$ cat src/rtl/imem_boot_loader_pkg.sv
// Shared types and helpers for the instruction-memory boot loader: FSM encoding,
// frame field widths and the running checksum update.
package imem_boot_loader_pkg;

  localparam int BYTE_W = 8;
  localparam int WORD_W = 32;
  localparam int LEN_W  = 16;
  localparam int CSUM_W = 8;
  localparam int LANE_W = 2;

  typedef enum logic [2:0] {
    ST_IDLE   = 3'd0,
    ST_LEN_LO = 3'd1,
    ST_LEN_HI = 3'd2,
    ST_DATA   = 3'd3,
    ST_CHECK  = 3'd4,
    ST_DONE   = 3'd5,
    ST_ERR    = 3'd6
  } state_e;

  function automatic logic [CSUM_W-1:0] csum_next(input logic [CSUM_W-1:0] csum,
                                                  input logic [BYTE_W-1:0] data);
    return csum ^ data;
  endfunction

  function automatic logic is_loading(input state_e st);
    logic res;
    case (st)
      ST_LEN_LO, ST_LEN_HI, ST_DATA, ST_CHECK: res = 1'b1;
      default:                                 res = 1'b0;
    endcase
    return res;
  endfunction

endpackage

$ cat src/rtl/imem_word_assembler.sv
// Collects four stream bytes into a little-endian 32-bit word and flags the byte
// that completes it.
module imem_word_assembler
  import imem_boot_loader_pkg::*;
(
  input  logic              clock,
  input  logic              reset,
  input  logic              clear_i,
  input  logic              byte_valid_i,
  input  logic [BYTE_W-1:0] byte_i,
  output logic [WORD_W-1:0] word_o,
  output logic              word_done_o
);

  // Only the first three bytes are stored; the fourth completes the word in flight.
  logic [LANE_W-1:0]        lane_q, lane_d;
  logic [WORD_W-BYTE_W-1:0] shift_q, shift_d;

  // Lane counter and shift register next state
  always_comb begin
    lane_d  = lane_q;
    shift_d = shift_q;
    if (clear_i) begin
      lane_d  = {LANE_W{1'b0}};
      shift_d = {(WORD_W-BYTE_W){1'b0}};
    end else if (byte_valid_i) begin
      lane_d  = lane_q + 2'd1;
      shift_d = {byte_i, shift_q[WORD_W-BYTE_W-1:BYTE_W]};
    end else begin
      lane_d  = lane_q;
      shift_d = shift_q;
    end
  end

  // Assembly state registers
  always_ff @(posedge clock or negedge reset) begin
    if (!reset) begin
      lane_q  <= {LANE_W{1'b0}};
      shift_q <= {(WORD_W-BYTE_W){1'b0}};
    end else begin
      lane_q  <= lane_d;
      shift_q <= shift_d;
    end
  end

  assign word_o      = {byte_i, shift_q};
  assign word_done_o = byte_valid_i & ~clear_i & (lane_q == 2'd3);

endmodule

$ cat src/rtl/imem_boot_loader.sv
// Boot loader: receives a length-prefixed, XOR-checksummed byte image, writes it into
// the core's instruction memory and holds the core in reset until the image is good.
module imem_boot_loader
  import imem_boot_loader_pkg::*;
#(
  parameter int PC_SIZE        = 10,
  parameter int ADDR_STEP      = 4,
  parameter int TIMEOUT_CYCLES = 65535
) (
  input  logic               clock,
  input  logic               reset,
  input  logic               start,
  input  logic [BYTE_W-1:0]  rx_data,
  input  logic               rx_valid,
  output logic               rx_ready,
  output logic               reset_IF_memory,
  output logic [WORD_W-1:0]  instruction_in,
  output logic [PC_SIZE-1:0] PC_write,
  output logic               wr_strobe,
  output logic               core_hold,
  output logic               done,
  output logic               error
);

  localparam int          MAX_WORDS = (2**PC_SIZE) / ADDR_STEP;
  localparam logic        TMO_EN    = (TIMEOUT_CYCLES != 0);
  localparam logic [31:0] TMO_LAST  = 32'(TIMEOUT_CYCLES - 1);

  state_e             state_q, state_d;
  logic [BYTE_W-1:0]  len_lo_q, len_lo_d;
  logic [LEN_W-1:0]   words_left_q, words_left_d;
  logic [PC_SIZE-1:0] addr_q, addr_d;
  logic [CSUM_W-1:0]  csum_q, csum_d;
  logic [31:0]        timer_q, timer_d;
  logic [WORD_W-1:0]  instr_q, instr_d;
  logic [PC_SIZE-1:0] pc_q, pc_d;
  logic               strobe_q, strobe_d;
  logic               rx_ready_q, rif_q, core_hold_q, done_q, error_q;

  logic               accept_s, expire_s, asm_clear_s, asm_valid_s, word_done_s;
  logic [WORD_W-1:0]  word_s;
  logic [LEN_W-1:0]   len_s;

  assign accept_s    = rx_valid & rx_ready_q;
  assign expire_s    = TMO_EN & ~accept_s & (timer_q == TMO_LAST);
  assign asm_valid_s = accept_s & (state_q == ST_DATA);
  assign len_s       = {rx_data, len_lo_q};

  imem_word_assembler u_asm (
    .clock       (clock),
    .reset       (reset),
    .clear_i     (asm_clear_s),
    .byte_valid_i(asm_valid_s),
    .byte_i      (rx_data),
    .word_o      (word_s),
    .word_done_o (word_done_s)
  );

  // FSM next state, counters, checksum and write-port next values
  always_comb begin
    state_d      = state_q;
    len_lo_d     = len_lo_q;
    words_left_d = words_left_q;
    addr_d       = addr_q;
    csum_d       = csum_q;
    instr_d      = instr_q;
    pc_d         = pc_q;
    strobe_d     = 1'b0;
    asm_clear_s  = 1'b0;
    if (is_loading(state_q)) begin
      timer_d = accept_s ? 32'd0 : timer_q + 32'd1;
    end else begin
      timer_d = 32'd0;
    end

    case (state_q)
      ST_IDLE, ST_ERR: begin
        if (start) begin
          state_d      = ST_LEN_LO;
          words_left_d = {LEN_W{1'b0}};
          addr_d       = {PC_SIZE{1'b0}};
          csum_d       = {CSUM_W{1'b0}};
          timer_d      = 32'd0;
          asm_clear_s  = 1'b1;
        end else begin
          state_d = state_q;
        end
      end
      ST_LEN_LO: begin
        if (accept_s) begin
          len_lo_d = rx_data;
          state_d  = ST_LEN_HI;
        end else if (expire_s) begin
          state_d = ST_ERR;
        end else begin
          state_d = state_q;
        end
      end
      ST_LEN_HI: begin
        if (accept_s) begin
          words_left_d = len_s;
          if (32'(len_s) > 32'(MAX_WORDS)) begin
            state_d = ST_ERR;
          end else if (len_s == 16'd0) begin
            state_d = ST_CHECK;
          end else begin
            state_d = ST_DATA;
          end
        end else if (expire_s) begin
          state_d = ST_ERR;
        end else begin
          state_d = state_q;
        end
      end
      ST_DATA: begin
        if (accept_s) begin
          csum_d = csum_next(csum_q, rx_data);
          if (word_done_s) begin
            instr_d      = word_s;
            pc_d         = addr_q;
            strobe_d     = 1'b1;
            addr_d       = addr_q + PC_SIZE'(ADDR_STEP);
            words_left_d = words_left_q - 16'd1;
            state_d      = (words_left_q == 16'd1) ? ST_CHECK : ST_DATA;
          end else begin
            state_d = state_q;
          end
        end else if (expire_s) begin
          state_d = ST_ERR;
        end else begin
          state_d = state_q;
        end
      end
      ST_CHECK: begin
        if (accept_s) begin
          state_d = (rx_data == csum_q) ? ST_DONE : ST_ERR;
        end else if (expire_s) begin
          state_d = ST_ERR;
        end else begin
          state_d = state_q;
        end
      end
      ST_DONE: state_d = ST_DONE;
      default: state_d = ST_IDLE;
    endcase
  end

  // State, datapath and registered status outputs; status follows the next state
  always_ff @(posedge clock or negedge reset) begin
    if (!reset) begin
      state_q      <= ST_IDLE;
      len_lo_q     <= {BYTE_W{1'b0}};
      words_left_q <= {LEN_W{1'b0}};
      addr_q       <= {PC_SIZE{1'b0}};
      csum_q       <= {CSUM_W{1'b0}};
      timer_q      <= 32'd0;
      instr_q      <= {WORD_W{1'b0}};
      pc_q         <= {PC_SIZE{1'b0}};
      strobe_q     <= 1'b0;
      rx_ready_q   <= 1'b0;
      rif_q        <= 1'b0;
      core_hold_q  <= 1'b1;
      done_q       <= 1'b0;
      error_q      <= 1'b0;
    end else begin
      state_q      <= state_d;
      len_lo_q     <= len_lo_d;
      words_left_q <= words_left_d;
      addr_q       <= addr_d;
      csum_q       <= csum_d;
      timer_q      <= timer_d;
      instr_q      <= instr_d;
      pc_q         <= pc_d;
      strobe_q     <= strobe_d;
      rx_ready_q   <= is_loading(state_d);
      rif_q        <= is_loading(state_d);
      core_hold_q  <= (state_d != ST_DONE);
      done_q       <= (state_d == ST_DONE);
      error_q      <= (state_d == ST_ERR);
    end
  end

  assign rx_ready        = rx_ready_q;
  assign reset_IF_memory = rif_q;
  assign instruction_in  = instr_q;
  assign PC_write        = pc_q;
  assign wr_strobe       = strobe_q;
  assign core_hold       = core_hold_q;
  assign done            = done_q;
  assign error           = error_q;

endmodule
$ cat config.mk
export PLATFORM = sky130hd
export DESIGN_NAME = imem_boot_loader
export DESIGN_NICKNAME = d
export VERILOG_FILES = /design/src/rtl/imem_boot_loader_pkg.sv /design/src/rtl/imem_word_assembler.sv /design/src/rtl/imem_boot_loader.sv
export SDC_FILE = /design/constraint.sdc
export NUM_CORES = 1
export LEC_CHECK = 0
export CORE_UTILIZATION = 55
export CTS_BUF_LIST = sky130_fd_sc_hd__clkbuf_16
export DETAILED_ROUTE_END_ITERATION = 12
export PLACE_DENSITY = 0.77
export SYNTH_ARGS = -nofsm -noshare
export SYNTH_HDL_FRONTEND = slang
export SYNTH_SLANG_ARGS = --single-unit
export TNS_END_PERCENT = 10
$ cat constraint.sdc
create_clock -name clock -period 3.4 [get_ports clock]
set_clock_uncertainty 0.2 [all_clocks]
set_input_delay 0.51 -clock clock [delete_from_list [all_inputs] [get_ports clock]]
set_output_delay 0.51 -clock clock [all_outputs]
set_load 0.05 [all_outputs]
==> flow_metrics.env <==
export IMPL_timing_final_setup_violations=0
export IMPL_cts_tree="built"
export IMPL_crit_path_max_fanout=4
export IMPL_fp_dieW_um=112
export IMPL_final_common_cell="dfrtp_1"
export IMPL_slowest_stage="or4_4"
export IMPL_syn_area_per_cell_um2=10.7
export IMPL_period_minus_slack_ns=2.93
export IMPL_power_density_nw_per_um2=632
export IMPL_critPathBufInv=0
export IMPL_maxSlewViolCount=0
export IMPL_worstSetupEndpointType="register"
export IMPL_firstDrtPassIters=10
export IMPL_drt_iter0_drc=325
export IMPL_synth_cell_area_um2=6690
export IMPL_post_drt_wl_per_cell_um=17.7
export IMPL_drt_vias_per_instance=5.87
export IMPL_finalSetupTns_ns=0
export IMPL_yosys_area_share_simple_pct=16.7
export IMPL_synth_edf_count=0
export IMPL_drt_wl_total_um=15000
export IMPL_synth_seq_cells=146
export IMPL_antenna_found_initial=0
export IMPL_synth_compound_area_share_pct=10.3
export IMPL_drive_above_1_share_pct=15.6
export IMPL_cts_sinks=146
export IMPL_track_usage_pct=25.8
export IMPL_fillers=823
export IMPL_violations="design-rule violations"
export IMPL_rsz0062_at_grt="no"
export IMPL_slowest_delay_ns=0.57
export IMPL_drv_cap=0
export IMPL_netlist_instances=623
export IMPL_dp_hpwl_um=9990
export IMPL_place_gp_congestion=0.887
export IMPL_synthArstFlopShare_pct=100
export IMPL_final_hold_viol_count=0
export IMPL_clockBufferDepth=2
export IMPL_synthMuxAreaShare_pct=8.53
export IMPL_root_buffer="clkbuf_16"
export IMPL_row_count=39
export IMPL_layout_cells_non_filler=848
export IMPL_coreArea_um2=11600
export IMPL_synth_ff_type="dfrtp_1"
export IMPL_worst_slew_margin_rel_pct=16.3
export IMPL_start_util_pct=57.6
export IMPL_crit_family="simple AND/OR/NAND/NOR gates"
export IMPL_clkLatencyLatePin_ns=0.43
export IMPL_status="complete, but fails checks"
export IMPL_io_buffer_count=57
export IMPL_grt_pass1_vias=5099
export IMPL_final_nets=712
export IMPL_path_common_cell="or3_4"
export IMPL_grt_pass1_wl_um=25000
export IMPL_worst_slew_pin_slew_ns=1.25
export IMPL_synth_seq_area_share_pct=54.7
export IMPL_syn2layout_area_growth_pct=20.5
export IMPL_yosys_warnings=0
export IMPL_critical_path_class="register to register"
export IMPL_n_antenna_cell=0
export IMPL_vias=4975
export IMPL_synthAdderAreaFrac_pct=1.50
export IMPL_die_h_um=112
export IMPL_worstSetupStartpointType="register"
export IMPL_path_clk_slew_ns=0.06
export IMPL_cp_cell_sequence="or4_4 > or3_4 > or3_4 > and3_4 > o21ai_0 > nand2_1 > or3_1"
export IMPL_required_ns=3.55
export IMPL_peakVddDrop_uv=401
export IMPL_synth_xor_area_share_pct=6.03
export IMPL_num_io_pins=60
export IMPL_min_path_type="register to register"
export IMPL_dpl_cell_count=815
export IMPL_synth_top_family_by_area="simple AND/OR/NAND/NOR gates"
export IMPL_leakage_nw=3.70
export IMPL_cts_buffers=17
export IMPL_grt_max_degree=65
export IMPL_grt_overflow=0
export IMPL_synth_distinct_cells=52
export IMPL_cp_arrival_ns=3.08
export IMPL_final_cell_mix="145 x dfrtp_1, 67 x nand2_1, 66 x nor2_1"
export IMPL_period_share_pct=86.1
export IMPL_antenna_left=0
export IMPL_die_area_um2=12600
export IMPL_htree_levels=4
export IMPL_drc=2
export IMPL_max_freq_ghz=0.342
[metal layers]
| layer | share of wire (%) | vias to the layer above | global-route usage, % |
|---|---|---|---|
| met2 | 49 | 137 | 42.6 |
| met1 | 45 | 2502 | 33.3 |
| li1 | - | 2321 | - |
| met3 | 5.0 | 15 | 6.10 |
| met5 | 0 | - | 0 |
| met4 | 1.2 | 0 | 9.51 |
[final cells by class]
type                       instances  area (um^2)  share of cell area, %
clock buffer                      17          425                   5.28
timing repair buffer              76          742                   9.21
inverter                           9         33.8                  0.419
sequential                       146         3650                   45.3
tap                              143          179                   2.22
multi-input combinational        442         2910                   36.1
clock inverter                    15          116                   1.44
[per-stage QoR]
step / instance area (um^2) / total power [mW] / hold WS (ns) / setup WS [ns] / util (%)
2_1_floorplan: 6690 / 2.96 / 0.0144 / 0.463 / -
3_3_place_gp: 7510 / 3.35 / 0.280 / 0.209 / 64.7
3_5_place_dp: 7510 / 3.38 / 0.280 / 0.186 / 64.7
4_1_cts: 8060 / 5.11 / 0.299 / 0.458 / 69.4
5_1_grt: 8060 / 5.32 / 0.314 / 0.323 / 69.4
6_report: 8060 / 5.09 / 0.296 / 0.472 / 69.4
[Yosys cell counts (all sizes together), types with 10 or more instances]
master  instances  share of area, %
a22o           21               2.8
and3           17               1.7
clkbuf         21               1.2
dfrtp         145                54
mux2           48               8.1
nand2          67               3.8
nand3          15               1.1
nand4          10              0.94
nor2           67               3.8
nor3           14               1.0
o21ai          50               3.7
xnor2          18               2.4
xor2           28               3.7
[worst register-to-register path, stage by stage, from the launching register on]
cell     delay, ns
dfrtp_1       0.43
or4_4         0.57
or3_4         0.37
or3_4         0.39
and3_4        0.19
o21ai_0       0.26
nand2_1       0.13
or3_1         0.31
[registers in the layout (all words and copies together), names as in the netlist]
signal / count
u_asm.lane_q: 2
PC_write: 8
addr_q: 8
timer_q: 32
reset_IF_memory: 1
words_left_q: 16
core_hold: 1
len_lo_q: 8
done: 1
csum_q: 8
wr_strobe: 1
instruction_in: 32
error: 1
u_asm.shift_q: 24
state_q: 3
[power by group]
| part | internal (mW) | total, mW | switching (mW) |
|---|---|---|---|
| registers | 1.88 | 2.03 | 0.150 |
| clock network | 0.995 | 1.71 | 0.714 |
| logic | 0.476 | 1.35 | 0.876 |
[timing repair]
item,CTS,global route
buffers inserted,0,0
endpoints found under the setup margin,0,0
gates resized for setup,0,0
hold endpoints to repair,56,0
hold buffers,1,0
[path summary, 6_finish.rpt]
path | slack, ns | end | start | cells after the start
min in group asynchronous | 0.43 | words_left_q[4] | reset | 2
max reg2reg | 0.47 | core_hold | words_left_q[7] | 7
max in group asynchronous | 1.83 | u_asm.shift_q[2] | reset | 3
max | 0.47 | core_hold | words_left_q[7] | 7
min | 0.30 | u_asm.shift_q[4] | u_asm.shift_q[4] | 1
min reg2reg | 0.30 | u_asm.shift_q[4] | u_asm.shift_q[4] | 1
[cell families (layout without fill, tap and decap cells)]
kind of cell / after synthesis / in the layout
adders and majority gates: 8 / 8
buffers and inverters: 36 / 117
muxes: 51 / 51
xor gates and xnor gates: 46 / 46
other: 1 / 2
AOI/OAI and AO/OA: 105 / 105
and+or+nand+nor: 230 / 230
DFF: 146 / 146
Power figures use the tool's default switching activity.
